**src/rtl/parc_core_rob_rename_table_if.sv**
```systemverilog
// Decode/ROB-facing signal bundle of the rename table.
// master drives decode requests and ROB responses; slave is the table itself.
interface parc_core_rob_rename_table_if #(
  parameter int SLOT_BITS = 4
);
  logic                 dec_alloc_val;
  logic                 dec_alloc_rdy;
  logic [4:0]           dec_alloc_dst;
  logic                 rob_alloc_req_val;
  logic                 rob_alloc_req_rdy;
  logic [4:0]           rob_alloc_req_preg;
  logic [SLOT_BITS-1:0] rob_alloc_resp_slot;
  logic                 rob_fill_val;
  logic [SLOT_BITS-1:0] rob_fill_slot;
  logic                 rob_commit_wen;
  logic [SLOT_BITS-1:0] rob_commit_slot;
  logic [4:0]           rob_commit_rf_waddr;
  logic                 flush;
  logic [4:0]           dec_rs_addr;
  logic [4:0]           dec_rt_addr;
  logic                 rs_busy;
  logic [SLOT_BITS-1:0] rs_slot;
  logic                 rs_done;
  logic                 rt_busy;
  logic [SLOT_BITS-1:0] rt_slot;
  logic                 rt_done;

  modport master (
    output dec_alloc_val, dec_alloc_dst, rob_alloc_req_rdy, rob_alloc_resp_slot,
           rob_fill_val, rob_fill_slot, rob_commit_wen, rob_commit_slot,
           rob_commit_rf_waddr, flush, dec_rs_addr, dec_rt_addr,
    input  dec_alloc_rdy, rob_alloc_req_val, rob_alloc_req_preg,
           rs_busy, rs_slot, rs_done, rt_busy, rt_slot, rt_done
  );

  modport slave (
    input  dec_alloc_val, dec_alloc_dst, rob_alloc_req_rdy, rob_alloc_resp_slot,
           rob_fill_val, rob_fill_slot, rob_commit_wen, rob_commit_slot,
           rob_commit_rf_waddr, flush, dec_rs_addr, dec_rt_addr,
    output dec_alloc_rdy, rob_alloc_req_val, rob_alloc_req_preg,
           rs_busy, rs_slot, rs_done, rt_busy, rt_slot, rt_done
  );
endinterface

```
**src/rtl/parc_core_rob_rename_table.sv**
```systemverilog
// Architectural-register -> ROB-slot rename table with per-slot completion tracking.
// Handshake and lookups are combinational; mapping/done updates land on the next edge.
module parc_core_rob_rename_table #(
  parameter int NUM_SLOTS = 16,
  parameter int SLOT_BITS = 4,
  parameter int NUM_REGS  = 32
) (
  input logic clk,
  input logic reset,
  parc_core_rob_rename_table_if.slave bus
);

  logic [NUM_REGS-1:0]  map_busy_q, map_busy_d;
  logic [SLOT_BITS-1:0] map_slot_q [NUM_REGS];
  logic [SLOT_BITS-1:0] map_slot_d [NUM_REGS];
  logic [NUM_SLOTS-1:0] slot_done_q, slot_done_d;

  logic fire;

  assign bus.rob_alloc_req_val  = bus.dec_alloc_val & ~bus.flush;
  assign bus.dec_alloc_rdy      = bus.rob_alloc_req_rdy & ~bus.flush;
  assign bus.rob_alloc_req_preg = bus.dec_alloc_dst;
  assign fire                   = bus.dec_alloc_val & bus.dec_alloc_rdy;

  // Lookups read pre-edge state; a same-cycle fill is bypassed into done.
  logic [4:0]           lk_addr [2];
  logic                 lk_busy [2];
  logic [SLOT_BITS-1:0] lk_slot [2];
  logic                 lk_done [2];

  assign lk_addr[0] = bus.dec_rs_addr;
  assign lk_addr[1] = bus.dec_rt_addr;

  always_comb begin
    for (int p = 0; p < 2; p++) begin
      lk_busy[p] = map_busy_q[lk_addr[p]] && (lk_addr[p] != 5'd0);
      lk_slot[p] = lk_busy[p] ? map_slot_q[lk_addr[p]] : '0;
      lk_done[p] = lk_busy[p] &&
                   (slot_done_q[lk_slot[p]] ||
                    (bus.rob_fill_val && (bus.rob_fill_slot == lk_slot[p])));
    end
  end

  assign bus.rs_busy = lk_busy[0];
  assign bus.rs_slot = lk_slot[0];
  assign bus.rs_done = lk_done[0];
  assign bus.rt_busy = lk_busy[1];
  assign bus.rt_slot = lk_slot[1];
  assign bus.rt_done = lk_done[1];

  // Commit and fill are applied first so a same-cycle alloc overrides both.
  always_comb begin
    map_busy_d  = map_busy_q;
    map_slot_d  = map_slot_q;
    slot_done_d = slot_done_q;
    if (bus.flush) begin
      map_busy_d  = '0;
      slot_done_d = '0;
    end else begin
      if (bus.rob_commit_wen && map_busy_q[bus.rob_commit_rf_waddr] &&
          (map_slot_q[bus.rob_commit_rf_waddr] == bus.rob_commit_slot)) begin
        map_busy_d[bus.rob_commit_rf_waddr] = 1'b0;
      end
      if (bus.rob_fill_val) begin
        slot_done_d[bus.rob_fill_slot] = 1'b1;
      end
      if (fire) begin
        slot_done_d[bus.rob_alloc_resp_slot] = 1'b0;
        if (bus.dec_alloc_dst != 5'd0) begin
          map_busy_d[bus.dec_alloc_dst] = 1'b1;
          map_slot_d[bus.dec_alloc_dst] = bus.rob_alloc_resp_slot;
        end
      end
    end
  end

  always_ff @(posedge clk) begin
    if (reset) begin
      map_busy_q  <= '0;
      slot_done_q <= '0;
      for (int r = 0; r < NUM_REGS; r++) begin
        map_slot_q[r] <= '0;
      end
    end else begin
      map_busy_q  <= map_busy_d;
      slot_done_q <= slot_done_d;
      map_slot_q  <= map_slot_d;
    end
  end

endmodule

```
**src/flat_wrapper.sv**
```systemverilog
// flat-port wrapper written by rule: the top's interface ports become plain ports
module parc_core_rob_rename_table_flat 
#(
  parameter int NUM_SLOTS = 16,
  parameter int SLOT_BITS = 4,
  parameter int NUM_REGS  = 32
)
  (clk, reset, bus_dec_alloc_val, bus_dec_alloc_dst, bus_rob_alloc_req_rdy, bus_rob_alloc_resp_slot, bus_rob_fill_val, bus_rob_fill_slot, bus_rob_commit_wen, bus_rob_commit_slot, bus_rob_commit_rf_waddr, bus_flush, bus_dec_rs_addr, bus_dec_rt_addr, bus_dec_alloc_rdy, bus_rob_alloc_req_val, bus_rob_alloc_req_preg, bus_rs_busy, bus_rs_slot, bus_rs_done, bus_rt_busy, bus_rt_slot, bus_rt_done);
  parc_core_rob_rename_table_if #(.SLOT_BITS(SLOT_BITS)) bus_i ();
  input logic clk;
  input logic reset;
  input wire logic [$bits(bus_i.dec_alloc_val)-1:0] bus_dec_alloc_val;
  input wire logic [$bits(bus_i.dec_alloc_dst)-1:0] bus_dec_alloc_dst;
  input wire logic [$bits(bus_i.rob_alloc_req_rdy)-1:0] bus_rob_alloc_req_rdy;
  input wire logic [$bits(bus_i.rob_alloc_resp_slot)-1:0] bus_rob_alloc_resp_slot;
  input wire logic [$bits(bus_i.rob_fill_val)-1:0] bus_rob_fill_val;
  input wire logic [$bits(bus_i.rob_fill_slot)-1:0] bus_rob_fill_slot;
  input wire logic [$bits(bus_i.rob_commit_wen)-1:0] bus_rob_commit_wen;
  input wire logic [$bits(bus_i.rob_commit_slot)-1:0] bus_rob_commit_slot;
  input wire logic [$bits(bus_i.rob_commit_rf_waddr)-1:0] bus_rob_commit_rf_waddr;
  input wire logic [$bits(bus_i.flush)-1:0] bus_flush;
  input wire logic [$bits(bus_i.dec_rs_addr)-1:0] bus_dec_rs_addr;
  input wire logic [$bits(bus_i.dec_rt_addr)-1:0] bus_dec_rt_addr;
  output wire logic [$bits(bus_i.dec_alloc_rdy)-1:0] bus_dec_alloc_rdy;
  output wire logic [$bits(bus_i.rob_alloc_req_val)-1:0] bus_rob_alloc_req_val;
  output wire logic [$bits(bus_i.rob_alloc_req_preg)-1:0] bus_rob_alloc_req_preg;
  output wire logic [$bits(bus_i.rs_busy)-1:0] bus_rs_busy;
  output wire logic [$bits(bus_i.rs_slot)-1:0] bus_rs_slot;
  output wire logic [$bits(bus_i.rs_done)-1:0] bus_rs_done;
  output wire logic [$bits(bus_i.rt_busy)-1:0] bus_rt_busy;
  output wire logic [$bits(bus_i.rt_slot)-1:0] bus_rt_slot;
  output wire logic [$bits(bus_i.rt_done)-1:0] bus_rt_done;
  assign bus_i.dec_alloc_val = bus_dec_alloc_val;
  assign bus_i.dec_alloc_dst = bus_dec_alloc_dst;
  assign bus_i.rob_alloc_req_rdy = bus_rob_alloc_req_rdy;
  assign bus_i.rob_alloc_resp_slot = bus_rob_alloc_resp_slot;
  assign bus_i.rob_fill_val = bus_rob_fill_val;
  assign bus_i.rob_fill_slot = bus_rob_fill_slot;
  assign bus_i.rob_commit_wen = bus_rob_commit_wen;
  assign bus_i.rob_commit_slot = bus_rob_commit_slot;
  assign bus_i.rob_commit_rf_waddr = bus_rob_commit_rf_waddr;
  assign bus_i.flush = bus_flush;
  assign bus_i.dec_rs_addr = bus_dec_rs_addr;
  assign bus_i.dec_rt_addr = bus_dec_rt_addr;
  assign bus_dec_alloc_rdy = bus_i.dec_alloc_rdy;
  assign bus_rob_alloc_req_val = bus_i.rob_alloc_req_val;
  assign bus_rob_alloc_req_preg = bus_i.rob_alloc_req_preg;
  assign bus_rs_busy = bus_i.rs_busy;
  assign bus_rs_slot = bus_i.rs_slot;
  assign bus_rs_done = bus_i.rs_done;
  assign bus_rt_busy = bus_i.rt_busy;
  assign bus_rt_slot = bus_i.rt_slot;
  assign bus_rt_done = bus_i.rt_done;
  parc_core_rob_rename_table #(.NUM_SLOTS(NUM_SLOTS), .SLOT_BITS(SLOT_BITS), .NUM_REGS(NUM_REGS)) u_core (.clk(clk), .reset(reset), .bus(bus_i));
endmodule
```
**config.mk**
```make
export PLATFORM = sky130hd
export DESIGN_NAME = parc_core_rob_rename_table_flat
export DESIGN_NICKNAME = d
export VERILOG_FILES = /design/src/rtl/parc_core_rob_rename_table_if.sv /design/src/rtl/parc_core_rob_rename_table.sv /design/src/flat_wrapper.sv
export SDC_FILE = /design/constraint.sdc
export NUM_CORES = 1
export LEC_CHECK = 0
export BUFFER_PORTS_ARGS = -buffer_cell sky130_fd_sc_hd__buf_2
export CAP_MARGIN = 20
export CORE_MARGIN = 3
export CORE_UTILIZATION = 54
export DETAILED_ROUTE_END_ITERATION = 10
export PLACE_DENSITY = 0.74
export SLEW_MARGIN = 20
export SYNTH_ARGS = -nofsm -noshare
export SYNTH_HDL_FRONTEND = slang
export SYNTH_SLANG_ARGS = --single-unit
```
**constraint.sdc**
```tcl
create_clock -name clk -period 3.3 [get_ports clk]
set_input_delay 0.495 -clock clk [delete_from_list [all_inputs] [get_ports clk]]
set_output_delay 0.495 -clock clk [all_outputs]
set_load 0.01 [all_outputs]
```
Word level (Yosys, flattened, before mapping)
Index checks and enable logic that the tools add are counted.
{ "totals": {"register_bits": 176, "in_bits": 39, "output_inout_bits": 19, "word_cells": 127} }
{ "classes": {"magnitude_cmp": 17, "eq_ne": 3, "muxes": 39, "bitwise": 14, "reduce_logical": 20} }
{ "ops": {"columns": ["op", "count"], "rows": [
  ["$bwmux W128", 1],
  ["$mux W32", 4],
  ["$bmux W4 S5", 3],
  ["$mux W16", 3],
  ["$mux W4", 9],
  ["$and A32 B32 Y32", 1],
  ["$not A32 Y32", 1],
  ["$or A32 B32 Y32", 1],
  ["$ge A6 B6 Y1 const B", 4],
  ["$lt A5 B6 Y1 const B", 4],
  ["$not A5 Y6", 4],
  ["$demux W4 S5", 1],
  ["$lt A4 B5 Y1 const B", 4],
  ["$and A16 B16 Y16", 1],
  ["$not A16 Y16", 1],
  ["$or A16 B16 Y16", 1],
  ["$bmux W1 S5", 3],
  ["$reduce_bool A5 Y1", 3],
  ["$logic_and A1 B1 Y1", 13],
  ["$eq A4 B4 Y1", 3],
  ["$demux W1 S5", 2],
  ["$ge A5 B1 Y1 const B", 2],
  ["$mux W1", 9],
  ["$bmux W1 S4", 2],
  ["8 further kinds", 13]
]} }

Longest topological paths before layout
{ "logic_depth": {"word_depth": 11, "depth_mapped": 15, "ltp_nobuf": 11} }

Worst setup path after synthesis
No wires, ideal clock.
{ "synth_path": {"path_kind": "input to output", "startpoint": "input bus_dec_rt_addr[0]", "endpoint": "output bus_rt_done", "t_arrival_ps": 3126, "required_ps": 2805, "setup_slack_ps": -321, "stages": 11, "n_path_buf": 3, "path_cell_list": "buf_6 -> buf_12 -> buf_12 -> mux4_1 -> o2111ai_1 -> and4_4 -> mux2_1 -> a221o_1 -> a21oi_1 -> nor4_1 -> or3_1"} }
{ "synth_between": {"elab_chain_cells": 9, "word_cells_on_any_way": 15, "cone_classes": "eq/ne (1); mux (8); bitwise (1); reduce/logical (5)"} }
{ "synth_rtl": {"columns": ["element", "line", "text"], "rows": [
  ["from (decl)", "flat_wrapper.sv:23", "input wire logic [$bits(bus_i.dec_rt_addr)-1:0] bus_dec_rt_addr;"],
  ["$not A5 Y6 (not written as such)", "parc_core_rob_rename_table.sv:37", "lk_slot[p] = lk_busy[p] ? map_slot_q[lk_addr[p]] : '0;"],
  ["$bmux W4 S5", "parc_core_rob_rename_table.sv:37", null],
  ["$mux W4 (not written as such) (2 in series)", "parc_core_rob_rename_table.sv:37", null],
  ["$mux W4", "parc_core_rob_rename_table.sv:37", null],
  ["$bmux W1 S4 / $eq A4 B4 Y1 (equally long branches)", "parc_core_rob_rename_table.sv:39, parc_core_rob_rename_table.sv:40", null],
  ["$mux W1 (not written as such) / $logic_and A1 B1 Y1 (equally long branches)", "parc_core_rob_rename_table.sv:39, parc_core_rob_rename_table.sv:40", null],
  ["$logic_or A1 B1 Y1", "parc_core_rob_rename_table.sv:39", "(slot_done_q[lk_slot[p]] ||"],
  ["$logic_and A1 B1 Y1 (*)", "parc_core_rob_rename_table.sv:38", "lk_done[p] = lk_busy[p] &&"],
  ["to (decl)", "flat_wrapper.sv:32", "output wire logic [$bits(bus_i.rt_done)-1:0] bus_rt_done;"]
]} }
Every way passes the cells marked *; elsewhere a longest branch is shown, timed or not. The select of a mux whose other input is x is not followed.

Final worst setup path
{ "layout_path": {"startpoint": "input bus_dec_rt_addr[2]", "endpoint": "output bus_rt_done"} }
The elaborated chain is that of the path after synthesis.

==> run_results.csv <==
group,metric,value,unit
global_routing,met3_usage,0.107,
synth,synthArstFlopShare,0,
place,dp.final_hpwl,32300,um
synth,yosysWarnings,0,
clock_tree,cts.path.max_buffers,2,
final_layout,diodes,0,
sta,slew_headroom,0.322,
run,timing.max_cap.violations,0,
global_routing,grt_overflow_total,0,
setup_path,required,2.80,ns
synth,synth_nets,1263,
final_layout,final_nets,1414,
drt,vias,11100,
setup_path,cp.arrival,3.16,ns
clock_tree,cts_sinks,176,
floorplanning,dieArea,0.0227,mm2
clock_tree,h-tree-depth,4,
sta,timing.final.crit_share,1.11,
final_layout,fin_cells,1658,
drt,drt-wirelength-per-cell,25.8,um
power_and_ir_drop,peakVddDrop,0.321,mV
clock_tree,clk_pin_slew,0.07,ns
floorplanning,die_w,151,um
global_routing,top_usage_layer,"met2",
setup_path,crit_type,"in2out",
sta,min_period,3.66,ns
place,portBuffers,57,
outcome,status,"complete, but fails checks",
clock_tree,clockRootBuffer,"clkbuf_16",
final_layout,seq_area,0.00354,mm2
place,gp_congestion,1.10,
final_layout,drive_gt1_frac,0.290,
power_and_ir_drop,total_power,5010,uW
setup_path,crit_path_end_kind,"output pin",
drt,drc_errors,0,
clock_tree,clk_latency,0.45,ns
synth,synth-edff-count,0,
clock_tree,cts_buffers,17,
synth,ys_seq_area_frac,0.312,
synth,yosysTopAreaCellShare,0.312,
sta,finalSetupViolations,2,
sta,fin_skew,0.0121,ns
final_layout,final_common_cell,"dfxtp_1",
global_routing,grt_util_met1,0.506,
sta,setup_ws,-0.359,ns
floorplanning,rows,52,
setup_path,start_kind,"input pin",
clock_tree,ctsHoldBuffers,0,
min_path,hold_path.class,"in2reg",
final_layout,mostFrequentLayoutCells,"dfxtp_1 (166), buf_4 (164), mux2i_1 (139)",
synth,synth_top_area_cell,"dfxtp_1",
synth,synth.area.top_cells,"dfxtp_1 (31%), mux4_2 (16%), mux2i_1 (13%)",
sta,tns,-0.624,ns
drt,dr.pass1.iters,7,
power_and_ir_drop,leakagePower,0.00509,uW
sta,worstMarginPinSlew,1.02,ns
synth,syn_area,0.0113,mm2
synth,syn_inst,1224,
drt,wl,42800,um
setup_path,cpMaxStageDelayCell,"or3_4",
floorplanning,die-height,151,um
global_routing,use_met2,0.577,
global_routing,grt_max_degree,73,
floorplanning,io_pins,58,
drt,drtIter0Drc,1501,
global_routing,grt_pass1_wl,63800,um
synth,synth-main-ff-cell,"dfxtp_1",
drt,viasPerCell,6.72,
global_routing,antenna_found_initial,1,
sta,finalMaxSlewViolations,0,
power_and_ir_drop,powerDensity,365,mW/mm2
floorplanning,start_util,0.554,
outcome,violations,"negative setup slack",
final_layout,area_growth,21.8,%
floorplanning,coreArea,0.0204,mm2
global_routing,grt_pass1_vias,10400,
drt,ant_nets,0,
sta,hold_viol,0,
clock_tree,cts_tree,"yes",
final_layout,n_fill_cell,1643,
sta,rsz0062_at_grt,"true",
synth,ys_ff_latch,176,
final_layout,multiInputGateArea,0.00725,mm2
setup_path,max_stage_delay,0.34,ns
synth,ys_types,62,
synth,avgSynthCellArea,9.22,um2
global_routing,grt_use_total,0.377,
sta,max_freq,273,MHz
setup_path,path_cells,"buf_2, buf_4, mux4_2, mux2i_2, or2_4, and4_4, mux2_4, a221o_1, a21oi_2, nor4_1, or3_4, buf_6",
place,dp_cells,1613,
setup_path,cp_max_fo,8,
path summary, 6_finish.rpt:
kind	start	end	slack, ns	cells past startpoint
setup / recovery	bus_dec_rt_addr[2]	bus_rt_done	-0.36	12
hold / removal	reset	u_core.map_slot_q[19]$_SDFFE_PP0P_	0.39	2
setup reg to reg	u_core.map_slot_q[84]$_SDFFE_PP0P_	u_core.map_busy_q[12]$_SDFF_PP0_	0.20	9
hold reg to reg	u_core.map_slot_q[63]$_SDFFE_PP0P_	u_core.map_slot_q[63]$_SDFFE_PP0P_	0.49	2
worst max-delay path, delay by kind of cell:
family,cells,cell delay [ns]
mux,3,0.84
simple gates,4,0.79
compound gates,2,0.43
buf+inv,3,0.60
Yosys cell counts (all sizes together), types with 7 or more instances:
library cell	n
a211oi	18
a21oi	108
a22oi	36
and3	7
buf	40
clkbuf	64
dfxtp	176
inv	31
mux2	10
mux2i	144
mux4	85
nand2	107
nand2b	14
nand3	77
nand3b	7
nand4	11
nor2	112
nor2b	23
nor3	19
o211ai	7
o21ai	43
xnor2	8
state kept, by name, summed over array words and instances (netlist names):
register,cells
u_core.map_busy_q,32
u_core.map_slot_q,128
u_core.slot_done_q,16
what timing repair did:
action | in CTS | in global routing
buffers inserted | 11 | 0
endpoints found under the setup margin | 2 | 2
resized for setup | 43 | 9
cloned | 2 | 0
pin swaps | 8 | 6
metal layers:
layer  wire length [um]  vias up
met5                 16        -
met4               1900        2
met3               5110      134
met2              19200      793
met1              16500     5356
li1                   -     4851
report_power, final:
part / internal [uW] / leakage (uW) / switching (uW)
sequential: 2130 / 0.00142 / 6.47
clock: 1240 / 0.000291 / 947
combinational: 288 / 0.00337 / 403
total: 3660 / 0.00509 / 1360
layout make-up:
cell class | instances | area share
Multi-Input combinational cell | 913 | 0.528
Sequential cell | 176 | 0.258
Timing Repair Buffer | 236 | 0.137
Clock buffer | 21 | 0.0335
Tap cell | 270 | 0.0246
Clock inverter | 11 | 0.0111
Inverter | 31 | 0.00847
through the flow:
stage	hold WS [ns]	area, um2	worst slack [ns]	utilization
finish	0.390	13700	-0.359	0.675
global route	0.418	13700	-0.397	0.675
CTS	0.396	13700	-0.341	0.673
detailed placement	0.483	12800	-0.501	0.629
global placement	0.475	12800	-0.503	0.629
floorplan	0.453	11300	-0.134	-
cell families after synthesis:
family | after synthesis | synth area share
simple gates | 412 | 0.176
compound gates | 251 | 0.138
mux | 239 | 0.310
flops | 176 | 0.312
buf+inv | 135 | 0.0557
xor+xnor | 11 | 0.00854
(Power assumes the default switching activity.)
